[src/rtl/udp_tx_sched.sv]
// Round-robin transmit scheduler sharing one udp_tx engine between a control channel (0)
// and a bulk channel (1), with frame parameter latching, inter-frame gap and watchdog abort.
`timescale 1ns/1ps
module udp_tx_sched #(
   parameter int IFG_CYCLES = 12,
   parameter int TIMEOUT    = 65535
) (
   input  logic        clk,
   input  logic        rst_n,
   input  logic [1:0]  req,
   input  logic [15:0] byte_num0,
   input  logic [15:0] byte_num1,
   input  logic [47:0] des_mac0,
   input  logic [47:0] des_mac1,
   input  logic [31:0] des_ip0,
   input  logic [31:0] des_ip1,
   input  logic [31:0] data0,
   input  logic [31:0] data1,
   output logic [1:0]  gnt,
   output logic [1:0]  data_req,
   output logic [1:0]  done,
   output logic [1:0]  err,
   output logic        tx_start_en,
   output logic [15:0] tx_byte_num,
   output logic [47:0] tx_des_mac,
   output logic [31:0] tx_des_ip,
   output logic [31:0] tx_data,
   input  logic        tx_req,
   input  logic        tx_done
);

   typedef enum logic [1:0] {
      IDLE  = 2'd0,
      START = 2'd1,
      BUSY  = 2'd2,
      GAP   = 2'd3
   } state_t;

   localparam logic [31:0] WD_LAST  = 32'(TIMEOUT - 1);
   localparam logic [31:0] GAP_LAST = 32'(IFG_CYCLES - 1);

   state_t      state_r;
   logic        last_r;
   logic [31:0] wd_cnt_r;
   logic [31:0] gap_cnt_r;

   logic        win_valid_s;
   logic        win_s;
   logic [15:0] win_len_s;
   logic [47:0] win_mac_s;
   logic [31:0] win_ip_s;

   function automatic logic [1:0] onehot_f(input logic ch);
      onehot_f = ch ? 2'b10 : 2'b01;
   endfunction

   // Round-robin winner selection: on a tie the channel other than last_r wins.
   always_comb begin
      win_valid_s = |req;
      win_s       = 1'b0;
      if (req == 2'b11) begin
         win_s = ~last_r;
      end else if (req[1]) begin
         win_s = 1'b1;
      end else begin
         win_s = 1'b0;
      end
      win_len_s = win_s ? byte_num1 : byte_num0;
      win_mac_s = win_s ? des_mac1  : des_mac0;
      win_ip_s  = win_s ? des_ip1   : des_ip0;
   end

   // Engine data path follows the registered grant with no added latency.
   always_comb begin
      data_req = 2'b00;
      tx_data  = 32'h0000_0000;
      if (state_r == BUSY) begin
         data_req = gnt & {2{tx_req}};
      end else begin
         data_req = 2'b00;
      end
      if (gnt[1]) begin
         tx_data = data1;
      end else if (gnt[0]) begin
         tx_data = data0;
      end else begin
         tx_data = 32'h0000_0000;
      end
   end

   // Scheduler FSM with registered grant, strobes and latched frame parameters.
   always_ff @(posedge clk) begin
      if (!rst_n) begin
         state_r     <= IDLE;
         last_r      <= 1'b1;
         wd_cnt_r    <= 32'd0;
         gap_cnt_r   <= 32'd0;
         gnt         <= 2'b00;
         done        <= 2'b00;
         err         <= 2'b00;
         tx_start_en <= 1'b0;
         tx_byte_num <= 16'd0;
         tx_des_mac  <= 48'd0;
         tx_des_ip   <= 32'd0;
      end else begin
         done        <= 2'b00;
         err         <= 2'b00;
         tx_start_en <= 1'b0;
         case (state_r)
            IDLE: begin
               if (win_valid_s) begin
                  tx_byte_num <= win_len_s;
                  tx_des_mac  <= win_mac_s;
                  tx_des_ip   <= win_ip_s;
                  if (win_len_s == 16'd0) begin
                     // Nothing to send: acknowledge straight away without touching the engine.
                     done      <= onehot_f(win_s);
                     last_r    <= win_s;
                     gap_cnt_r <= 32'd0;
                     state_r   <= GAP;
                  end else begin
                     gnt         <= onehot_f(win_s);
                     tx_start_en <= 1'b1;
                     state_r     <= START;
                  end
               end else begin
                  state_r <= IDLE;
               end
            end
            START: begin
               wd_cnt_r <= 32'd0;
               state_r  <= BUSY;
            end
            BUSY: begin
               if (tx_done) begin
                  done      <= gnt;
                  gnt       <= 2'b00;
                  last_r    <= gnt[1];
                  gap_cnt_r <= 32'd0;
                  state_r   <= GAP;
               end else if (wd_cnt_r == WD_LAST) begin
                  err       <= gnt;
                  gnt       <= 2'b00;
                  last_r    <= gnt[1];
                  gap_cnt_r <= 32'd0;
                  state_r   <= GAP;
               end else begin
                  wd_cnt_r <= wd_cnt_r + 32'd1;
               end
            end
            GAP: begin
               if (gap_cnt_r == GAP_LAST) begin
                  state_r <= IDLE;
               end else begin
                  gap_cnt_r <= gap_cnt_r + 32'd1;
               end
            end
            default: begin
               state_r <= IDLE;
               gnt     <= 2'b00;
            end
         endcase
      end
   end

endmodule

[config.mk]
export PLATFORM = sky130hd
export DESIGN_NAME = udp_tx_sched
export DESIGN_NICKNAME = d
export VERILOG_FILES = /design/src/rtl/udp_tx_sched.sv
export SDC_FILE = /design/constraint.sdc
export NUM_CORES = 1
export LEC_CHECK = 0
export CAP_MARGIN = 40
export CORE_MARGIN = 3
export CORE_UTILIZATION = 38
export CTS_BUF_LIST = sky130_fd_sc_hd__clkbuf_4
export CTS_CLUSTER_SIZE = 40
export DETAILED_ROUTE_END_ITERATION = 16
export HOLD_SLACK_MARGIN = 0.12
export PLACE_DENSITY_LB_ADDON = 0.08
export SETUP_SLACK_MARGIN = 0.05
export SLEW_MARGIN = 10
export SYNTH_ARGS = -nofsm -noshare
export SYNTH_HDL_FRONTEND = slang
export SYNTH_SLANG_ARGS = --single-unit
[constraint.sdc]
create_clock -name clk -period 3.6 [get_ports clk]
set_clock_uncertainty 0.05 [all_clocks]
set_input_delay 0.72 -clock clk [delete_from_list [all_inputs] [get_ports clk]]
set_output_delay 0.72 -clock clk [all_outputs]
set_load 0.01 [all_outputs]
* After elaboration in Yosys (flattened, before gate mapping)
Cells that the tools add are included. W data, S select, Z words.
Storage, ports and cells: flip-flop bits (word level) 170, input bits 262, output and inout bits 137, logic and storage cells 85
Cells by class: add/subtract/negate cells 2, equal/unequal tests 14, multiplexer cells 39, bitwise operators 5, reductions and logical operators 14
Operators by type and width (number):
- $mux W32 | 10
- $pmux W32 S3 | 1
- $add A32 B1 Y32 const B | 2
- $pmux W32 S2 | 1
- $mux W48 | 1
- $eq A32 B16 Y1 const B | 1
- $eq A32 B4 Y1 const B | 1
- $mux W2 | 14
- $logic_not A16 Y1 | 1
- $mux W16 | 1
- $ne A2 B2 Y1 const B | 7
- $pmux W2 S2 | 2
- $pmux W2 S4 | 1
- $reduce_and A4 Y1 | 2
- $mux W1 | 7
- $eq A2 B2 Y1 const B | 3
- $reduce_and A3 Y1 | 2
- $reduce_and A5 Y1 | 1
- $not A1 Y1 | 4
- $reduce_and A2 Y1 | 2
- $reduce_bool A2 Y1 | 2
- $reduce_or A4 Y1 | 1
- $ne A3 B2 Y1 const B | 1
- $reduce_bool A3 Y1 | 1
- 5 further kinds | 5

* Longest topological paths before layout
depth after elaboration 7, mapped depth 10, gate-level depth less buffers 8

* Least setup slack after synthesis
No wires, ideal clock.
path kind input to register, start input byte_num0[12], end register gap_cnt_r[25], library setup time 0.069 ns, data arrival time 2.413 ns, required time 3.481 ns, path slack 1.068 ns, stages 8, buffers on the path 1, cells stage by stage or4_1 > nor2_1 > nand4_1 > nand3_2 > nand4_4 > buf_6 > or4_1 > o21ai_1
Between the ends: cells in the longest elaborated chain, start to end 4
RTL lines:
- from (decl) | line 11 | input logic [15:0] byte_num0,
- $mux W16 | line 68 | win_len_s = win_s ? byte_num1 : byte_num0;
- $logic_not A16 Y1 | line 115 | if (win_len_s == 16'd0) begin
- $ne A2 B2 Y1 (no source line)
- $reduce_and A5 Y1 (no source line)
- to (signal assigned) | line 155 | gap_cnt_r <= gap_cnt_r + 32'd1;
- to (decl) | line 45 | logic [31:0] gap_cnt_r;
No other way between the ends. A chain may end at the register's enable or synchronous reset.

* Worst setup path in the final report
start register gnt[0], end output tx_data[30]
Between the ends: cells in the longest elaborated chain, start to end 2
RTL lines:
- from (decl) | line 19 | output logic [1:0] gnt,
- from (signal assigned) | line 122 | gnt <= onehot_f(win_s);
- $mux W32 | line 84 | end else if (gnt[0]) begin
- $mux W32 | line 82 | if (gnt[1]) begin
- to (decl) | line 27 | output logic [31:0] tx_data,
No other way between the ends.

==> impl_results.md <==
* Status: finished, final reports clean
* Total vias in the final route at just under 9k
* Lkg Pwr at about 4.8 nW
* Fin. Hold Viols at 0
* Filler cells at 1918
* Clock latency on the worst-skew pair at 560 ps
* Die X-Extent at about 160 µm
* Sink Count at 170
* Most common cell after layout, fill and taps aside: clkdlybuf4s50_1
* Post-DRT Antenna Nets at 0
* Worst hold path class: reg -> reg
* CTS max path bufs at 2
* Worst VDD drop at between 0.3 and 0.4 mV
* EDFF count, synth at 0
* Nets at 1607
* Share of layout cells above drive strength 1 at roughly 5.3%
* FF-to-FF Start: gap_cnt_r[0]
* DR WL/cell at approximately 18 µm
* Worst Hold Launch: gap_cnt_r[1]
* Sw Share at 36.8%
* DRC Markers at 0
* Seq pwr share at between 30% and 40%
* Clock transition at the registers of the reported paths at roughly 140 ps
* CTS tree: built
* R2R depth at 9
* Critical path startpoint: gnt[0]
* Startpoint Class: register
* TritonCTS Buffers at 17
* Max-slew violation count at 0
* Critical R2R Capture: gap_cnt_r[12]
* Fmax at 322 MHz
* Largest net degree at the start of global routing at 161
* Final HPWL DP at about 23000 µm
* First-pass GRT wire length at 45300 µm
* Post-CTS setup buffers at 0
* Max FO, Critical Path at 32
* R2R Setup Slk at ~810 ps
* Mapped cell area at 8450 µm²
* Synth Register Bits at 170
* Die area at ~24000 µm²
* Vias in the first global route at ~8.4k
* Post-synthesis cell count at between 900 and 1k
* H-Tree Depth at 4
* Tmin final at about 3100 ps
* Register area share after synthesis at about two fifths
* Slew HR at a little under three fifths
* PD cells at 558 nW/µm²
* Worst Path Required at 2830 ps
* Die Height at about 160 µm
* Most used DFF post-synth: dfxtp_1
* Initial antenna violation count at 1
* Maxcap violations at 0
* Final setup vio count at 0
* Post-DR vias/cell at 5.32
* Syn avg cell area at between 8 and 9 µm²
* Hold_buf cts at 0
* Area Overhead vs Synth at 53.6%
* Post-layout util at 60.6%
* Buffers on Ports at roughly 400
* Post-Route WL at 29500 µm
* Internal power at ~4.6 mW
* DRT Pass-1 Iters at 5
* Highest-count cells in the layout ignoring fill and taps: clkdlybuf4s50_1, dfxtp_1, nor2_1, mux2i_1, a211oi_1
* YS warnings at 0
* CTS root buffer: clkbuf_4
* Clock network power share at 16.1%
* GPL Wtd Cong at between 0.8 and 0.9
* IO Pins at ~400
* Total net switching power at approximately 2.7 mW
* Syn_nets at 1243
* PostCTS Resize Cnt at 0
* Core area at about 21000 µm²
* Final worst-path cycle share at a little under nine tenths
* Worst Setup Path Type: reg -> out
* Comb power frac at about half
* Post-synthesis cell type count at 56
* Post-synth ARST share at 0%
* Measured slew at the worst slew-check pin at roughly 660 ps
* Arr. time, crit path at ~2300 ps
* Critical path endpoint: tx_data[30]
* Drt first-iter violations at between 500 and 600
* GRT Residual Overflow at 0
* Critical Path End Type: output port
* Starting density of the core at 39.5%
* Total GRT Usage at between 20% and 30%
* Std cell rows at between 50 and 60
* RSZ-0062 raised after global routing: false
* Total Neg Setup Slack at 0 ps
[cells in the mapped netlist, types with 5 or more instances]
cell type,n,area (µm²)
and2_1,8,50.1
nand3_1,28,140
or4_1,15,113
nor4_1,24,150
a21oi_1,33,165
nor2_1,127,477
o21a_1,7,52.6
nor3_1,13,65.1
clkbuf_1,64,240
a31o_2,5,43.8
nand4_1,16,100
o21ai_0,40,200
dfxtp_1,170,3400
ha_1,7,87.6
a22o_1,32,280
o211a_1,19,190
a211oi_1,78,586
buf_2,7,35.0
mux2i_1,98,981
nand2_1,67,251
or3_1,13,81.3
and3_1,11,68.8
inv_1,19,71.3
xnor2_1,15,131
xor2_1,7,61.3
[kinds of logic after synthesis]
kind of cell | synth area share, %
AND/OR/NAND/NOR | 20.5
XOR/XNOR | 2.28
flip-flops | 40.3
adder cells (fa/ha/maj) | 1.04
AO/OA/AOI/OAI | 19.9
buffers and inverters | 4.37
multiplexers | 11.6
[flip-flops by register name (all words and copies together) (netlist names), 2 cells and up]
register and cells:
tx_des_mac 48, gap_cnt_r 32, tx_des_ip 32, wd_cnt_r 32, tx_byte_num 16, done 2, err 2, gnt 2
state_r 2
[power groups by stage]
stage	sequential, mW	combinational [mW]	clock, mW
finish	2.56	3.52	1.17
floorplan	2.78	1.48	0
global route	2.62	3.79	1.27
detailed placement	2.60	3.54	0
global placement	2.58	3.54	0
CTS	2.56	3.55	1.21
[metrics by stage]
| step | instance area [µm²] | std cells | setup WS (ps) | hold WS (ps) | total power [mW] |
|---|---|---|---|---|---|
| 6_report | 13000 | 1626 | 495 | 446 | 7.25 |
| 2_1_floorplan | 8450 | 974 | 1070 | 395 | 4.26 |
| 4_1_cts | 13000 | 1625 | 433 | 446 | 7.32 |
| 3_5_place_dp | 12700 | 1594 | 208 | 426 | 6.14 |
| 5_1_grt | 13000 | 1626 | 357 | 477 | 7.68 |
| 3_3_place_gp | 12700 | 1594 | 305 | 410 | 6.12 |
[how the worst min path moves through the flow]
| stage | endpoint | slack, ps | depth (start not counted) |
|---|---|---|---|
| 2_1_floorplan | last_r | 390 | 2 |
| 3_3_place_gp | gap_cnt_r[1] | 410 | 2 |
| 3_5_place_dp | gap_cnt_r[1] | 430 | 2 |
| 4_1_cts | gap_cnt_r[1] | 450 | 2 |
| 5_1_grt | tx_des_mac[4] | 480 | 2 |
| 6_report | gap_cnt_r[1] | 450 | 2 |
[layout make-up]
type                    count  area (µm²)  share of cell area, %
clock inverters            11         148                   1.14
clock buffers              20         150                   1.16
inverters                  19        72.6                  0.559
well taps                 275         344                   2.65
multi-input cells         710        4710                   36.3
repair buffers            420        4160                   32.0
flip-flops and latches    170        3400                   26.2
diodes                      1        2.50                 0.0193
[layer usage]
layer / share of wire, % / up-vias / GRT usage [%]
li1: - / 4322 / -
met1: 41 / 3999 / 28.1
met2: 50 / 306 / 41.4
met3: 7.6 / 26 / 6.40
met4: 1.5 / 0 / 6.31
met5: 0 / - / 0
[worst max-delay path, stage by stage, from the launching register on]
cell and delay (ps):
dfxtp_1 510, nor2b_2 200, buf_4 320, a22o_1 220
clkdlybuf4s50_1 540
(Power assumes the default switching activity.)
